==> src/rtl/store_buffer_if.sv <==
// ============================================================================
// Module  : store_buffer_if
// Purpose : Pipeline-side and data_mem-side signals of the store buffer.
// Rev     : 1.0
// ============================================================================
`default_nettype none

interface store_buffer_if #(
    parameter int ADDR_W = 8,
    parameter int DATA_W = 16
);
    logic              cpu_mem_write;
    logic              cpu_mem_read;
    logic [ADDR_W-1:0] cpu_address;
    logic [DATA_W-1:0] cpu_write_data;
    logic [DATA_W-1:0] cpu_read_data;
    logic              cpu_stall;
    logic              buf_empty;
    logic              dm_MemWrite;
    logic              dm_MemRead;
    logic [ADDR_W-1:0] dm_address;
    logic [DATA_W-1:0] dm_WriteData;
    logic [DATA_W-1:0] dm_ReadData;

    modport slave (
        input  cpu_mem_write, cpu_mem_read, cpu_address, cpu_write_data, dm_ReadData,
        output cpu_read_data, cpu_stall, buf_empty,
               dm_MemWrite, dm_MemRead, dm_address, dm_WriteData
    );

    modport master (
        output cpu_mem_write, cpu_mem_read, cpu_address, cpu_write_data, dm_ReadData,
        input  cpu_read_data, cpu_stall, buf_empty,
               dm_MemWrite, dm_MemRead, dm_address, dm_WriteData
    );
endinterface

`default_nettype wire

==> src/rtl/store_buffer.sv <==
// ============================================================================
// Module  : store_buffer
// Purpose : Posted-write queue between EX/MEM and data_mem with load forwarding.
// Rev     : 1.0
// ============================================================================
`default_nettype none

module store_buffer #(
    parameter int DEPTH  = 4,
    parameter int ADDR_W = 8,
    parameter int DATA_W = 16
) (
    input wire            clk,
    input wire            rst,
    store_buffer_if.slave bus
);
    localparam int PTR_W = $clog2(DEPTH);
    localparam int CNT_W = PTR_W + 1;
    localparam logic [CNT_W-1:0] C_FULL = CNT_W'(DEPTH);

    logic [ADDR_W-1:0] r_addr [DEPTH];
    logic [DATA_W-1:0] r_data [DEPTH];
    logic [PTR_W-1:0]  r_head;
    logic [PTR_W-1:0]  r_tail;
    logic [CNT_W-1:0]  r_count;

    logic              w_full;
    logic              w_store;
    logic              w_load;
    logic              w_push;
    logic              w_drain;
    logic              w_hit;
    logic [DATA_W-1:0] w_fwd;
    logic [PTR_W-1:0]  w_idx;

    // Requests are masked during reset so every output reads as idle.
    assign w_full  = (r_count == C_FULL);
    assign w_store = bus.cpu_mem_write & ~rst;
    assign w_load  = bus.cpu_mem_read & ~bus.cpu_mem_write & ~rst;
    assign w_push  = w_store & ~w_full;
    assign w_drain = (r_count != '0) & ~w_load & (~w_store | w_full);

    // Scan oldest to youngest so the last hit is the youngest matching store.
    always_comb begin
        w_hit = 1'b0;
        w_fwd = '0;
        w_idx = r_head;
        for (int k = 0; k < DEPTH; k++) begin
            w_idx = r_head + PTR_W'(k);
            if ((CNT_W'(k) < r_count) && (r_addr[w_idx] == bus.cpu_address)) begin
                w_hit = 1'b1;
                w_fwd = r_data[w_idx];
            end
        end
    end

    assign bus.cpu_read_data = w_load ? (w_hit ? w_fwd : bus.dm_ReadData) : '0;
    assign bus.cpu_stall     = w_store & w_full;
    assign bus.buf_empty     = (r_count == '0);
    assign bus.dm_MemRead    = w_load;
    assign bus.dm_MemWrite   = w_drain;
    assign bus.dm_address    = w_load  ? bus.cpu_address :
                               w_drain ? r_addr[r_head]  : '0;
    assign bus.dm_WriteData  = w_drain ? r_data[r_head] : '0;

    always_ff @(posedge clk or posedge rst) begin
        if (rst) begin
            r_head  <= '0;
            r_tail  <= '0;
            r_count <= '0;
        end else begin
            if (w_push) begin
                r_tail <= r_tail + 1'b1;
            end
            if (w_drain) begin
                r_head <= r_head + 1'b1;
            end
            if (w_push && !w_drain) begin
                r_count <= r_count + 1'b1;
            end else if (w_drain && !w_push) begin
                r_count <= r_count - 1'b1;
            end
        end
    end

    // Payload storage needs no reset; validity is tracked by the pointers.
    always_ff @(posedge clk) begin
        if (w_push) begin
            r_addr[r_tail] <= bus.cpu_address;
            r_data[r_tail] <= bus.cpu_write_data;
        end
    end
endmodule

`default_nettype wire
==> src/flat_wrapper.sv <==
// flat-port wrapper written by rule: the top's interface ports become plain ports
module store_buffer_flat 
#(
    parameter int DEPTH  = 4,
    parameter int ADDR_W = 8,
    parameter int DATA_W = 16
)
  (clk, rst, bus_cpu_mem_write, bus_cpu_mem_read, bus_cpu_address, bus_cpu_write_data, bus_dm_ReadData, bus_cpu_read_data, bus_cpu_stall, bus_buf_empty, bus_dm_MemWrite, bus_dm_MemRead, bus_dm_address, bus_dm_WriteData);
  store_buffer_if #(.ADDR_W(ADDR_W), .DATA_W(DATA_W)) bus_i ();
  input wire clk;
  input wire rst;
  input wire logic [$bits(bus_i.cpu_mem_write)-1:0] bus_cpu_mem_write;
  input wire logic [$bits(bus_i.cpu_mem_read)-1:0] bus_cpu_mem_read;
  input wire logic [$bits(bus_i.cpu_address)-1:0] bus_cpu_address;
  input wire logic [$bits(bus_i.cpu_write_data)-1:0] bus_cpu_write_data;
  input wire logic [$bits(bus_i.dm_ReadData)-1:0] bus_dm_ReadData;
  output wire logic [$bits(bus_i.cpu_read_data)-1:0] bus_cpu_read_data;
  output wire logic [$bits(bus_i.cpu_stall)-1:0] bus_cpu_stall;
  output wire logic [$bits(bus_i.buf_empty)-1:0] bus_buf_empty;
  output wire logic [$bits(bus_i.dm_MemWrite)-1:0] bus_dm_MemWrite;
  output wire logic [$bits(bus_i.dm_MemRead)-1:0] bus_dm_MemRead;
  output wire logic [$bits(bus_i.dm_address)-1:0] bus_dm_address;
  output wire logic [$bits(bus_i.dm_WriteData)-1:0] bus_dm_WriteData;
  assign bus_i.cpu_mem_write = bus_cpu_mem_write;
  assign bus_i.cpu_mem_read = bus_cpu_mem_read;
  assign bus_i.cpu_address = bus_cpu_address;
  assign bus_i.cpu_write_data = bus_cpu_write_data;
  assign bus_i.dm_ReadData = bus_dm_ReadData;
  assign bus_cpu_read_data = bus_i.cpu_read_data;
  assign bus_cpu_stall = bus_i.cpu_stall;
  assign bus_buf_empty = bus_i.buf_empty;
  assign bus_dm_MemWrite = bus_i.dm_MemWrite;
  assign bus_dm_MemRead = bus_i.dm_MemRead;
  assign bus_dm_address = bus_i.dm_address;
  assign bus_dm_WriteData = bus_i.dm_WriteData;
  store_buffer #(.DEPTH(DEPTH), .ADDR_W(ADDR_W), .DATA_W(DATA_W)) u_core (.clk(clk), .rst(rst), .bus(bus_i));
endmodule
==> config.mk <==
export PLATFORM = sky130hd
export DESIGN_NAME = store_buffer_flat
export DESIGN_NICKNAME = d
export VERILOG_FILES = /design/src/rtl/store_buffer_if.sv /design/src/rtl/store_buffer.sv /design/src/flat_wrapper.sv
export SDC_FILE = /design/constraint.sdc
export NUM_CORES = 1
export LEC_CHECK = 0
export CORE_MARGIN = 5
export CORE_UTILIZATION = 40
export DETAILED_ROUTE_END_ITERATION = 8
export DONT_BUFFER_PORTS = 1
export GPL_ROUTABILITY_DRIVEN = 1
export SYNTH_ARGS = -nofsm -noshare
export SYNTH_HDL_FRONTEND = slang
export SYNTH_SLANG_ARGS = --single-unit
==> constraint.sdc <==
create_clock -name clk -period 3.35 [get_ports clk]
set_input_delay 0.335 -clock clk [delete_from_list [all_inputs] [get_ports clk]]
set_output_delay 0.335 -clock clk [all_outputs]
set_load 0.02 [all_outputs]
======== Yosys cells after proc, flatten, opt, wreduce, memory -nomap -nowiden ========
Memory sizes are Yosys's and may differ from the RTL's.
Cells that the tools add are included.
operators by class
  reduce and logical (&&, ||, !) cells .... 11
  $add $sub $neg .......................... 6
  div/mod/pow operators ................... 0
  equal/unequal tests ..................... 5
  shift-type cells ........................ 0
  magnitude comparators ................... 4
  bitwise gates (word level) .............. 13
  muxes and demuxes ....................... 17
  multiply operators ...................... 0
operators with widths
  kind                                                        number
  2-to-1 mux 16 bit                                           7
  equality test 8 bit                                         4
  2-to-1 mux 8 bit                                            2
  bitwise AND 1 bit                                           7
  logical AND 1 bit                                           6
  less-than comparator 1 x 3 -> 1 bit (first input constant)  2
  less-than comparator 2 x 3 -> 1 bit (first input constant)  2
  2-to-1 mux 1 bit                                            6
  2-to-1 mux 3 bit                                            2
  inverter 1 bit                                              5
  adder 2 x 1 -> 2 bit (second input constant)                2
  adder 2 bit (second input constant)                         2
  adder 3 x 1 -> 3 bit (second input constant)                1
  equality test 3 bit (second input constant)                 1
  zero test 3 bit                                             1
  nonzero test 3 bit                                          1
  subtractor 3 x 1 -> 3 bit (second input constant)           1
  zero test 1 bit                                             2
  nonzero test 2 bit                                          1
  OR 1 bit                                                    1
storage, ports and cells
  bits in latches ......................... 0
  register bits ........................... 7
  input bits .............................. 44
  memories kept ........................... 2
  word-level logic and storage cells ...... 61
  RAM bits ................................ 96
  output and inout bits ................... 44
  ROM bits ................................ 0
memories
  memory         depth  width  rd ports  clocked after memory_dff  write ports  RTL line            text
  u_core.r_data  4      16     4         0                         1            store_buffer.sv:22  logic [DATA_W-1:0] r_data [DEPTH];
  u_core.r_addr  4      8      4         0                         1            store_buffer.sv:21  logic [ADDR_W-1:0] r_addr [DEPTH];

======== Longest topological paths before layout ========
  depth in word-level cells ............... 9
  gate-level depth with buffers ........... 14
  gate-level depth less buffers ........... 9

======== Least setup slack after synthesis ========
OpenSTA, ideal clock, no wires.
  path type ............................... register -> output
  start ................................... register u_core.r_head[1]
  end ..................................... output bus_cpu_read_data[3]
  required time ........................... 3.015 ns
  cell stages (with the launch flop) ...... 12
  arrival ................................. 3.061 ns
  buffers on the path ..................... 3
  setup slack ............................. -0.046 ns
  path through ............................ dfrtp_1 > buf_6 > buf_12 > buf_12 > mux4_2 > xor2_1 > nor4_2 > o21ai_2 > a211oi_4 > a221oi_1 > o31a_1 > a211oi_1
between the ends
  word-level cells in the longest chain between the ends .. 9
  elaborated cells on any way between the ends .. 23
  those cells by class .................... 3 x add/sub; 4 x eq/ne; 10 x mux; 4 x reduce/logical; 2 x memory
ends and longest elaborated chain
  element                                                                    RTL line            text
  start, declared                                                            store_buffer.sv:23  logic [PTR_W-1:0] r_head;
  start signal, assigned                                                     store_buffer.sv:76  r_head <= r_head + 1'b1;
  adder 2 x 1 -> 2 bit / memory read (4 x 8 bit) (equally long branches)     -
  memory read (4 x 8 bit) / equality test 8 bit (equally long branches)      -
  equality test 8 bit / logical AND 1 bit (equally long branches)            store_buffer.sv:50  if ((CNT_W'(k) < r_count) && (r_addr[w_idx] == bus.cpu_address)) begin
  logical AND 1 bit (tied with other cells)                                  store_buffer.sv:50
  2-to-1 mux 16 bit / 2-to-1 mux 1 bit (equally long branches) (3 in a row)  store_buffer.sv:50
  2-to-1 mux 16 bit * (2 in a row)                                           store_buffer.sv:57  assign bus.cpu_read_data = w_load ? (w_hit ? w_fwd : bus.dm_ReadData) : '0;
  end, declared                                                              flat_wrapper.sv:17  output wire logic [$bits(bus_i.cpu_read_data)-1:0] bus_cpu_read_data;
Mark *: on every way between the ends. The rest lies on a longest branch, timed or not.

======== Final worst setup path ========
  start ................................... register u_core.r_head[1]
  end ..................................... output bus_cpu_read_data[0]
Same word-level chain as after synthesis.

==> flow_summary.json <==
{
  "core_um2": 16600,
  "ff2ff_setup_slack_ps": 1180,
  "power_density_nw_per_um2": 791,
  "end_kind": "output pin",
  "max_slew_margin": 0.600,
  "synth.area.top_cells": "edfxtp_1 (42%), mux2i_1 (11%), mux2_2 (4.3%)",
  "arrival_ps": 3300,
  "grt_max_degree": 59,
  "r2r_end": "u_core.r_count[2]$_DFFE_PP0P_",
  "area_growth_pct": 15.6,
  "yosysTopAreaCellShare": 0.424,
  "drt-initial-drc-count": 325,
  "grt_use_total": 0.176,
  "status": "finished, violations left",
  "skew_ps": 5.24,
  "violations": "negative setup slack",
  "cts_tree": "yes",
  "slew_violations": 0,
  "netlist_area_um2": 6800,
  "min_path_type": "in2reg",
  "dp_hpwl_um": 12400,
  "finalSetupViolations": 16,
  "global_route.usage.met3": 0.0348,
  "finalWorstSetupSlack_ps": -282,
  "dieArea_um2": 19700,
  "place_congestion": 0.802,
  "synth_area_per_cell_um2": 11.3,
  "io-pin-count": 88,
  "antenna_found_initial": 0,
  "synthCells": 600,
  "total_power_mw": 6.21,
  "timing.rr.start": "u_core.r_count[0]$_DFFE_PP0P_",
  "cp_max_fo": 7,
  "diodes": 0,
  "synthesis.nets": 652,
  "finalInstanceArea_um2": 7860,
  "num_rows": 47,
  "grt_pass1_wl_um": 27300,
  "critPathKind": "reg2out",
  "crit_path_start_kind": "register",
  "die_height_um": 140,
  "holdWs_ps": 74.5,
  "hold_depth": 0,
  "met1_usage": 0.212,
  "min_period_over_period": 1.08,
  "cts_max_path_buffers": 2,
  "drive_gt1_frac": 0.236,
  "rsz0062_at_grt": "yes",
  "routed-via-count": 4843,
  "synth.yosys.seq_area_share": 0.450,
  "worst_pin_slew_ps": 600,
  "viasPerCell": 5.68,
  "synth-edff-count": 96,
  "synth_flop_cell": "edfxtp_1",
  "hp-start": "bus_cpu_write_data[4]",
  "ys_ff_latch": 103,
  "grt.busiest_layer": "met2",
  "hold_viol_final": 0,
  "vdd.ir_drop.worst_mv": 0.302,
  "p_leak_nw": 2.95,
  "ys_async_sr_fraction": 0.0680,
  "cts_sinks": 103,
  "rr_worst_depth": 8,
  "grt_overflow": 0,
  "place_area_um2": 7320,
  "synth_most_common_cell": "edfxtp_1",
  "wirelength_um": 17700,
  "synth_warnings": 0,
  "met2_usage": 0.311,
  "initial_core_util": 0.409,
  "cts_root_buf": "clkbuf_16",
  "insertion_delay_ps": 350,
  "drv_cap": 0,
  "layout_min_cycle_time_ps": 3630,
  "max_freq_ghz": 0.275,
  "drc_errors": 0,
  "grt_pass1_vias": 4975,
  "dp_slack_ps": -40.9,
  "yosys-top-cells-count": "edfxtp_1 (96), mux2i_1 (78), nand2_1 (55)",
  "layout.nets": 679,
  "synth_area_leader_cell": "edfxtp_1",
  "cts_made_buffers": 9,
  "wire_per_inst_um": 20.8,
  "h-tree-depth": 3,
  "yosysUniqueCellTypes": 50,
  "cts.clk_slew.worst_paths_ps": 70,
  "io_buffers": 0,
  "detail-route-antenna-nets": 0,
  "min_to": "u_core.r_data[2][4]$_DFFE_PP_",
  "die_w_um": 140,
  "required_ps": 3010,
  "first_pass_iters": 4
}
per-layer routing:
metal | up-vias | routed length, um | share of wire
met5 | - | 0 | 0
li1 | 2303 | - | -
met4 | 0 | 464 | 0.026
met3 | 24 | 947 | 0.053
met1 | 2395 | 6970 | 0.39
met2 | 121 | 9350 | 0.53
worst max-delay path by stage:
stage,from,end,slack [ps],cells past startpoint
2_1_floorplan,u_core.r_head[1]$_DFFE_PP0P_,bus_cpu_read_data[9],-30,12
3_3_place_gp,u_core.r_head[1]$_DFFE_PP0P_,bus_cpu_read_data[2],-10,10
3_5_place_dp,u_core.r_head[1]$_DFFE_PP0P_,bus_cpu_read_data[15],-40,12
4_1_cts,u_core.r_head[1]$_DFFE_PP0P_,bus_cpu_read_data[9],-290,13
5_1_grt,u_core.r_head[1]$_DFFE_PP0P_,bus_cpu_read_data[2],-430,13
6_report,u_core.r_head[1]$_DFFE_PP0P_,bus_cpu_read_data[0],-280,14
worst max-delay path, stage by stage (launching register included):
cell and delay, ps:
dfrtp_4 490, buf_6 140, buf_4 180, mux2i_4 200
xnor2_1 150, or3_1 360, a21oi_2 180, buf_4 140
a211oi_4 50, buf_12 150, buf_8 130, a221o_1 320
a22oi_2 210, a211oi_2 90, buf_4 160
flip-flops by register name, indices dropped and copies added, names as in the netlist:
| register | count |
|---|---|
| u_core.r_count | 3 |
| u_core.r_data | 64 |
| u_core.r_head | 2 |
| u_core.r_tail | 2 |
| u_core.r_addr | 32 |
report_power, final:
| group | internal, mW | switching [mW] | total (mW) | leakage (nW) |
|---|---|---|---|---|
| logic | 1.47 | 1.96 | 3.43 | 1.86 |
| registers | 1.59 | 0.158 | 1.75 | 0.951 |
| clock network | 0.566 | 0.459 | 1.03 | 0.137 |
cells by family after synthesis:
logic type               share of synthesized area
adder cells (fa/ha/maj)                     0.0147
buffers and inverters                       0.0449
multiplexers                                 0.209
XOR/XNOR                                    0.0528
AO/OA/AOI/OAI                                0.135
flip-flops                                   0.450
AND/OR/NAND/NOR                             0.0933
what timing repair did:
action | in CTS | in global routing
buffers inserted | 8 | 3
gates resized for setup | 21 | 10
endpoints found under the hold margin | 7 | 0
pin swaps | 14 | 12
hold buffers | 1 | 0
gates cloned | 0 | 1
setup endpoints to repair | 16 | 16
cell type report:
class                   instances  area (um^2)
repair buffers                 70          642
fillers                      1486         8790
inverters                       8         30.0
clock buffers                   9          225
flip-flops and latches        103         3070
well taps                     220          275
multi-input cells             435         3560
clock inverters                 7         53.8
placed cells by master, fill, tap and decap left out, drive strengths merged, types with 4 or more instances in the layout:
cell	netlist	routed
nand2	55	55
buf	23	68
ha	8	8
mux4	15	15
dfrtp	7	7
a21oi	30	30
nand3	4	4
inv	7	7
nor3	8	8
xnor2	31	31
nor2b	5	5
and2	23	23
clkbuf	31	10
o211a	7	7
a221o	5	5
nor2	36	36
a221oi	11	11
edfxtp	96	96
o21ai	19	19
a211oi	9	9
mux2	26	26
a31oi	4	4
a21o	7	7
clkinv	1	7
mux2i	78	78
xor2	10	10
o211ai	18	18
stage by stage:
step / cells / setup TNS (ps) / utilization
2_1_floorplan: 600 / -70.9 / -
3_3_place_gp: 823 / -14.3 / 0.440
3_5_place_dp: 823 / -58.2 / 0.440
4_1_cts: 848 / -3980 / 0.465
5_1_grt: 852 / -5780 / 0.472
6_report: 852 / -3650 / 0.472
Power figures use the tool's default switching activity.
